## config.mk

```make
export PLATFORM = sky130hd
export DESIGN_NAME = button_pulse_conditioner_flat
export DESIGN_NICKNAME = d
export VERILOG_FILES = /design/src/rtl/button_pulse_conditioner_if.sv /design/src/rtl/button_pulse_conditioner.sv /design/src/flat_wrapper.sv
export SDC_FILE = /design/constraint.sdc
export NUM_CORES = 1
export LEC_CHECK = 0
export ABC_AREA = 0
export ABC_CLOCK_PERIOD_IN_PS = 2200
export BUFFER_PORTS_ARGS = -buffer_cell sky130_fd_sc_hd__buf_2
export CAP_MARGIN = 20
export CORE_MARGIN = 2
export CORE_UTILIZATION = 55
export CTS_BUF_LIST = sky130_fd_sc_hd__clkbuf_4 sky130_fd_sc_hd__clkbuf_8 sky130_fd_sc_hd__clkbuf_16
export CTS_CLUSTER_SIZE = 25
export DETAILED_ROUTE_END_ITERATION = 10
export GPL_TIMING_DRIVEN = 0
export PLACE_DENSITY = 0.73
export SYNTH_ARGS = -nofsm -noshare
export SYNTH_HDL_FRONTEND = slang
export SYNTH_SLANG_ARGS = --single-unit
```

## constraint.sdc

```tcl
create_clock -name clk -period 2.2 [get_ports clk]
set_clock_uncertainty 0.2 [all_clocks]
set_input_delay 0.11 -clock clk [delete_from_list [all_inputs] [get_ports clk]]
set_output_delay 0.11 -clock clk [all_outputs]
set_load 0.02 [all_outputs]
```

## src/rtl/button_pulse_conditioner_if.sv

```systemverilog
`default_nettype none
// ============================================================================
// Module      : button_pulse_conditioner_if
// Description : Groups the five raw pushbuttons, their debounced levels, the
//               centre-button pulse, the speed tick and the cursor speed value
//               into one bundle. The slave modport is the conditioner side.
// Revision    : 1.0 - initial release
// ============================================================================
interface button_pulse_conditioner_if;
    logic       btnL_raw;
    logic       btnR_raw;
    logic       btnU_raw;
    logic       btnD_raw;
    logic       btnC_raw;
    logic       btnL;
    logic       btnR;
    logic       btnU;
    logic       btnD;
    logic       btnC;
    logic       CPulse;
    logic       tick;
    logic [5:0] speedo;

    modport slave (
        input  btnL_raw, btnR_raw, btnU_raw, btnD_raw, btnC_raw,
        output btnL, btnR, btnU, btnD, btnC, CPulse, tick, speedo
    );

    modport master (
        output btnL_raw, btnR_raw, btnU_raw, btnD_raw, btnC_raw,
        input  btnL, btnR, btnU, btnD, btnC, CPulse, tick, speedo
    );
endinterface
`default_nettype wire

```

## src/rtl/button_pulse_conditioner.sv

```systemverilog
`default_nettype none
// ============================================================================
// Module      : button_pulse_conditioner
// Description : Synchronizes and debounces five pushbuttons, emits a one-clock
//               pulse on each centre-button press, generates a periodic speed
//               tick and (optionally) a cursor acceleration value that ramps
//               while any direction button is held.
//               Optional feature macro: CURSOR_ACCEL_EN (when undefined the
//               speed value is tied to 0 and its registers are not built).
// Revision    : 1.0 - initial release
// ============================================================================
module button_pulse_conditioner #(
    parameter int DEBOUNCE_CYCLES = 50000,
    parameter int TICK_DIV        = 1000000
) (
    input  wire logic                   clk,
    input  wire logic                   rst_n,
    button_pulse_conditioner_if.slave   btn
);

    localparam int CW = $clog2(DEBOUNCE_CYCLES) + 1;
    localparam int TW = (TICK_DIV > 1) ? $clog2(TICK_DIV) : 1;
    localparam logic [CW-1:0] c_DB_TERM   = CW'(DEBOUNCE_CYCLES - 1);
    localparam logic [TW-1:0] c_TICK_TERM = TW'(TICK_DIV - 1);

    // Bit order: 0=L, 1=R, 2=U, 3=D, 4=C
    logic [4:0] w_raw;
    logic [4:0] w_level;

    assign w_raw = {btn.btnC_raw, btn.btnD_raw, btn.btnU_raw, btn.btnR_raw, btn.btnL_raw};

    genvar gi;
    generate
        for (gi = 0; gi < 5; gi++) begin : g_btn
            logic          sync1_q, sync1_d;
            logic          sync2_q, sync2_d;
            logic          level_q, level_d;
            logic [CW-1:0] cnt_q,   cnt_d;

            // Two-stage synchronizer, then a counter that only flips the
            // level after the new value has been stable long enough.
            always_comb begin
                sync1_d = w_raw[gi];
                sync2_d = sync1_q;
                level_d = level_q;
                cnt_d   = '0;
                if (sync2_q != level_q) begin
                    if (cnt_q == c_DB_TERM) begin
                        level_d = ~level_q;
                        cnt_d   = '0;
                    end else begin
                        cnt_d = cnt_q + 1'b1;
                    end
                end
            end

            // Synchronizer and debounce state registers.
            always_ff @(posedge clk) begin
                if (!rst_n) begin
                    sync1_q <= 1'b0;
                    sync2_q <= 1'b0;
                    level_q <= 1'b0;
                    cnt_q   <= '0;
                end else begin
                    sync1_q <= sync1_d;
                    sync2_q <= sync2_d;
                    level_q <= level_d;
                    cnt_q   <= cnt_d;
                end
            end

            assign w_level[gi] = level_q;
        end
    endgenerate

    assign btn.btnL = w_level[0];
    assign btn.btnR = w_level[1];
    assign btn.btnU = w_level[2];
    assign btn.btnD = w_level[3];
    assign btn.btnC = w_level[4];

    logic          btnc_dly_q, btnc_dly_d;
    logic          cpulse_q,   cpulse_d;
    logic [TW-1:0] presc_q,    presc_d;
    logic          w_tick;

    assign w_tick = (presc_q == c_TICK_TERM);

    // Rising-edge detect on debounced btnC and free-running tick prescaler.
    always_comb begin
        btnc_dly_d = w_level[4];
        cpulse_d   = w_level[4] & ~btnc_dly_q;
        presc_d    = w_tick ? '0 : presc_q + 1'b1;
    end

    // Pulse and prescaler registers.
    always_ff @(posedge clk) begin
        if (!rst_n) begin
            btnc_dly_q <= 1'b0;
            cpulse_q   <= 1'b0;
            presc_q    <= '0;
        end else begin
            btnc_dly_q <= btnc_dly_d;
            cpulse_q   <= cpulse_d;
            presc_q    <= presc_d;
        end
    end

    assign btn.CPulse = cpulse_q;
    assign btn.tick   = w_tick;

`ifdef CURSOR_ACCEL_EN
    logic       w_dir_held;
    logic [1:0] hold_cnt_q, hold_cnt_d;
    logic [5:0] speedo_q,   speedo_d;

    // Several directions at once still count as held; arbitration is downstream.
    assign w_dir_held = |w_level[3:0];

    // Ramp: three warm-up ticks, then +1 per tick up to 63; release clears at once.
    always_comb begin
        hold_cnt_d = hold_cnt_q;
        speedo_d   = speedo_q;
        if (!w_dir_held) begin
            hold_cnt_d = 2'd0;
            speedo_d   = 6'd0;
        end else if (w_tick) begin
            if (hold_cnt_q == 2'd3) begin
                if (speedo_q != 6'd63) begin
                    speedo_d = speedo_q + 6'd1;
                end
            end else begin
                hold_cnt_d = hold_cnt_q + 2'd1;
            end
        end
    end

    // Acceleration registers.
    always_ff @(posedge clk) begin
        if (!rst_n) begin
            hold_cnt_q <= 2'd0;
            speedo_q   <= 6'd0;
        end else begin
            hold_cnt_q <= hold_cnt_d;
            speedo_q   <= speedo_d;
        end
    end

    assign btn.speedo = speedo_q;
`else
    assign btn.speedo = 6'd0;
`endif

endmodule
`default_nettype wire

```

## src/flat_wrapper.sv

```systemverilog
// flat-port wrapper written by rule: the top's interface ports become plain ports
module button_pulse_conditioner_flat 
#(
    parameter int DEBOUNCE_CYCLES = 50000,
    parameter int TICK_DIV        = 1000000
)
  (clk, rst_n, btn_btnL_raw, btn_btnR_raw, btn_btnU_raw, btn_btnD_raw, btn_btnC_raw, btn_btnL, btn_btnR, btn_btnU, btn_btnD, btn_btnC, btn_CPulse, btn_tick, btn_speedo);
  button_pulse_conditioner_if btn_i ();
  input  wire logic clk;
  input  wire logic rst_n;
  input wire logic [$bits(btn_i.btnL_raw)-1:0] btn_btnL_raw;
  input wire logic [$bits(btn_i.btnR_raw)-1:0] btn_btnR_raw;
  input wire logic [$bits(btn_i.btnU_raw)-1:0] btn_btnU_raw;
  input wire logic [$bits(btn_i.btnD_raw)-1:0] btn_btnD_raw;
  input wire logic [$bits(btn_i.btnC_raw)-1:0] btn_btnC_raw;
  output wire logic [$bits(btn_i.btnL)-1:0] btn_btnL;
  output wire logic [$bits(btn_i.btnR)-1:0] btn_btnR;
  output wire logic [$bits(btn_i.btnU)-1:0] btn_btnU;
  output wire logic [$bits(btn_i.btnD)-1:0] btn_btnD;
  output wire logic [$bits(btn_i.btnC)-1:0] btn_btnC;
  output wire logic [$bits(btn_i.CPulse)-1:0] btn_CPulse;
  output wire logic [$bits(btn_i.tick)-1:0] btn_tick;
  output wire logic [$bits(btn_i.speedo)-1:0] btn_speedo;
  assign btn_i.btnL_raw = btn_btnL_raw;
  assign btn_i.btnR_raw = btn_btnR_raw;
  assign btn_i.btnU_raw = btn_btnU_raw;
  assign btn_i.btnD_raw = btn_btnD_raw;
  assign btn_i.btnC_raw = btn_btnC_raw;
  assign btn_btnL = btn_i.btnL;
  assign btn_btnR = btn_i.btnR;
  assign btn_btnU = btn_i.btnU;
  assign btn_btnD = btn_i.btnD;
  assign btn_btnC = btn_i.btnC;
  assign btn_CPulse = btn_i.CPulse;
  assign btn_tick = btn_i.tick;
  assign btn_speedo = btn_i.speedo;
  button_pulse_conditioner #(.DEBOUNCE_CYCLES(DEBOUNCE_CYCLES), .TICK_DIV(TICK_DIV)) u_core (.clk(clk), .rst_n(rst_n), .btn(btn_i));
endmodule
```

* Yosys cells after proc, flatten, opt, wreduce, memory -nomap -nowiden
Cells that the tools add are included.
Cells by class: add/subtract/negate cells 6, equality and inequality tests 11, bitwise operators 13, reduce and logical (&&, ||, !) cells 11
Operator list (number):
- $add 17x1->17 const B | 5
- $eq 17x16->1 const B | 5
- $add 20x1->20 const B | 1
- $eq 20x20->1 const B | 1
- $reduce_or 3->1 | 5
- $not 1->1 | 12
- $reduce_and 2->1 | 5
- $ne 1x1->1 | 5
- $reduce_or 2->1 | 1
- $and 1x1->1 | 1
Word-level totals: bits in registers 122, input port bits 7, output and inout bits 13, logic and storage cells 64

* Longest topological paths before layout
depth after elaboration 3, depth in mapped cells 7

* Worst setup path before layout
Ideal clock, no wire load.
path kind register -> register, start point reg u_core.presc_q[0], end point reg u_core.presc_q[18], library setup time 71 ps, arrival 1856 ps, data required time 1929 ps, path slack 73 ps, stages on the path, launching flop included 7, buffers on the path 1, period minus slack after synthesis 2127 ps, cell sequence dfxtp_1 > ha_1 > nand2_1 > or4_1 > buf_2 > or4_1 > a21oi_1
Between the ends: word-level cells in the longest chain between the ends 2, elaborated cells on any way between the ends 3, those cells by class 1 x add/sub; 1 x eq/ne; 1 x reduce/logical
RTL lines:
- start: declaration | line button_pulse_conditioner.sv:84 | logic [TW-1:0] presc_q, presc_d;
- start signal: assignment | line button_pulse_conditioner.sv:105 | presc_q <= presc_d;
- branches (longest 2 deep; another with $add 20x1->20)
Several ways; the timed one is not identified. A chain may end at the register's enable or synchronous reset.

* Worst setup path after layout
start point reg u_core.presc_q[13], end point out btn_tick
Between the ends: word-level cells in the longest chain between the ends 1
RTL lines:
- $eq 20x20->1 | line button_pulse_conditioner.sv:87 | assign w_tick = (presc_q == c_TICK_TERM);
- end: declaration | line flat_wrapper.sv:22 | output wire logic [$bits(btn_i.tick)-1:0] btn_tick;
No other way between the ends.

==> impl_results.md <==
* Vias in the first global route at between 3000 and 4000
* Mapped Cells at roughly 600
* Syn-to-layout area delta at 21.9%
* Failing checks: setup timing
* CTS sink count at between 100 and 150
* Post-route DRC at 0
* Final hold vios at 0
* Setup WS post-layout at -0.0159 ns
* Initial Utilization at between 50% and 60%
* Antenna cells at 0
* Pin count of the biggest net entering global routing at 17
* Status: complete, but fails checks
* Crit path largest cell delay at 0.42 ns
* P_sw at between 0.001 and 0.0015 W
* Ys Warns at 0
* CTS tree: yes
* Final antenna-violating net count at 0
* Routed WL at ~10000 um
* Non-Filler Instances at 793
* PwrDens at around 850 nW/um^2
* Clock root buffer: clkbuf_8
* Slowest CP cell: nor4b_1
* Die H at between 100 and 150 um
* Worst path cell trace: nor4b_1 > nand2_1 > nor3_1 > buf_2
* First-pass GRT wire length at around 17000 um
* Global placement routability congestion at 0.843
* Synth cell types at 39
* First-pass DRT Iterations at 5
* Post-layout power at between 0.005 and 0.006 W
* Top cell type's share of synthesized area at a little under half
* Via Count at approximately 4200
* Pint at between 0.004 and 0.005 W
* FF+latch count, synth at roughly 120
* GRT overflow at 0
* Setup_tns at -0.0159 ns
* Minimum clock period at 2.22 ns
* Share of layout cells above drive strength 1 at about 14%
* Combinational Power Share at about 1.8%
* Worst IR Drop VDD at just under 700 uV
* Die area at about 10000 um^2
* Crit path max-delay family: simple AND/OR/NAND/NOR gates
* Via density per instance at approximately 5.4
* Final Slew Violations at 0
* Switch share at 19.8%
* Startpoint Class: flip-flop
* I/O pin count at 20
* Worst setup EP type: output port
* Critical path arrival at roughly 1.9 ns
* Seq pwr share at 41.4%
* Reg clk slew, reported paths at roughly 0.06 ns
* Worst Tran Pin Value at ~0.64 ns
* H-tree Lvls at 4
* Clock power frac at between 50 and 60%
* CP Class: flip-flop to output port
* Wire length per cell at between 10 and 15 um
* RSZ-0062 raised after global routing: yes
* Total leakage power at between 2 and 2.5 nW
* Gr usage total at roughly a fifth
* Worst Path Buf+Inv at 1
* Part of the cycle the worst path needs at 101%
* DP HPWL at 6600 um
* Nets at approximately 660
* Yosys top cell by area: dfxtp_1
* Initial antenna violation count at 0
* F_max at between 400 and 500 MHz
* Max-Cap Viols at 0
* WP data required at ~1.9 ns
* Setup violations, final at 1
* # rows at 35
* Hold Path Class: input pin to flip-flop
* Syn_area_per_cell at roughly 9 um^2
* Initial DRC Count at 188
* Fillcell total at about 740
* Port buffer count at 12
* Largest cells by area after synthesis: dfxtp_1 (47%), xnor2_1 (6.5%), nor2_1 (6.2%), xor2_1 (5.8%), nand3_1 (3.7%)
* Clock Path Buffers at 2
* CTS buffer count at 17
* Area of the mapped netlist at between 5000 and 6000 um^2
* Post-Place Cells at between 700 and 800
* Die Width at slightly above 100 um
* Crit path max fanout at 6
* Slew margin rel. at a little under three fifths
* Skew-Pair Late Insertion Delay at 0.52 ns
* Sequential area share after synthesis at a little under half
* Core Region at just over 9000 um^2
-- power groups by stage --
| stage | clock (W) | combinational, W | sequential [W] |
|---|---|---|---|
| after floorplan | 0 | 0.0000564 | 0.00228 |
| after global placement | 0 | 0.0000734 | 0.00228 |
| after detailed placement | 0 | 0.0000746 | 0.00228 |
| after CTS | 0.00313 | 0.0000903 | 0.00224 |
| after global routing | 0.00322 | 0.000109 | 0.00224 |
| final | 0.00308 | 0.0000970 | 0.00224 |
-- cell usage after synthesis --
cell,instances
or2_2,3
nor3_1,14
nand3_2,1
nor4b_1,4
nor2b_1,1
or4b_1,1
buf_4,7
buf_2,6
xor2_1,35
nand3_1,39
and2_1,17
o211ai_2,1
xnor2_1,39
or3_1,23
nand2b_1,1
a21oi_1,28
o211ai_1,3
nor2_1,86
ha_1,6
conb_1,1
inv_1,21
a21bo_2,1
nand2_1,29
nor4_1,16
dfxtp_1,122
and3_1,10
a21o_1,1
o31ai_1,7
and4_1,8
nand4_2,1
or4_1,10
o21ai_0,20
clkbuf_1,12
nand4_1,19
and4b_1,1
o21a_1,2
nor3b_1,1
o31ai_2,1
or3_2,1
-- worst reg2reg max path, cell delays in order (launching register included) --
cell and delay, ns:
dfxtp_2 0.35, ha_4 0.16, nand2_2 0.07, or4_4 0.53
buf_6 0.15, or4_4 0.47, a21oi_2 0.13
-- registers in the layout, summed over array words and instances, names as in the netlist --
register	count
u_core.btn.btnD	1
u_core.btn.btnC	1
u_core.btnc_dly_q	1
u_core.g_btn.cnt_q	85
u_core.btn.btnU	1
u_core.btn.CPulse	1
u_core.btn.btnR	1
u_core.presc_q	20
u_core.g_btn.sync1_q	5
u_core.g_btn.sync2_q	5
u_core.btn.btnL	1
-- logic make-up after synthesis --
family	Yosys count	synth area share (%)
buffers and inverters	46	3.94
AO/OA/AOI/OAI	64	7.11
flip-flops	122	46.6
other	1	0.0715
XOR/XNOR	74	12.4
adder cells (fa/ha/maj)	6	1.43
AND/OR/NAND/NOR	286	28.5
-- area by class of cell --
| cell class | count | area, um^2 | share of cell area (%) |
|---|---|---|---|
| multi-input cells | 436 | 2700 | 42.2 |
| flip-flops and latches | 122 | 2450 | 38.4 |
| clock buffers | 17 | 414 | 6.48 |
| clock inverters | 15 | 246 | 3.86 |
| repair buffers | 28 | 198 | 3.09 |
| well taps | 129 | 161 | 2.52 |
| plain buffers | 25 | 143 | 2.23 |
| inverters | 21 | 78.8 | 1.23 |
-- per-stage QoR --
stage / hold WS [ns] / cell area (um^2) / util [%] / worst slack (ns)
after global placement: 0.115 / 5490 / 59.4 / -0.205
after detailed placement: 0.127 / 5490 / 59.4 / -0.260
after CTS: 0.109 / 6290 / 68.1 / 0.00835
after floorplan: 0.0373 / 5270 / - / 0.0727
after global routing: 0.141 / 6390 / 69.2 / -0.122
final: 0.133 / 6390 / 69.2 / -0.0159
-- routing by layer --
layer  up-vias  routed length [um]  GRT usage, %
met1      1986                4540          24.6
met2        72                5060          35.9
met4         0                 124          7.69
li1       2177                   -             -
met3        14                 374          7.32
met5         -                   0             0
-- path summary, 6_finish.rpt --
check	end	depth (start not counted)	slack [ns]	startpoint
hold reg to reg	u_core.btn.CPulse$_SDFF_PN0_	1	0.19	u_core.btnc_dly_q$_SDFF_PN0_
hold / removal	u_core.g_btn[4].sync1_q$_SDFF_PN0_	3	0.13	btn_btnC_raw
setup / recovery	btn_tick	4	-0.02	u_core.presc_q[13]$_SDFF_PP0_
setup reg to reg	u_core.presc_q[18]$_SDFF_PP0_	6	0.08	u_core.presc_q[1]$_SDFF_PP0_
-- timing repair --
action,CTS,global route
setup endpoints to repair,62,56
pin swaps,6,1
hold buffers,7,0
gates resized for setup,10,21
buffers inserted,3,6
hold endpoints to repair,6,0
-- layout by cell type, fill, tap and decap left out, types with 7 or more instances in the layout --
cell,n
dfxtp_1,116
nand2_1,28
nand4_1,19
inv_1,21
nor3_1,14
dlygate4sd3_1,7
or4_1,8
and4_1,8
or3_1,22
a21oi_1,27
xor2_1,35
clkbuf_1,10
o31ai_1,7
clkbuf_16,16
and2_1,17
xnor2_1,39
nor2_1,86
nor4_1,15
buf_4,16
and3_1,10
nand3_1,37
o21ai_0,20
buf_2,16
Note: power is estimated with default switching activity, not from simulation.
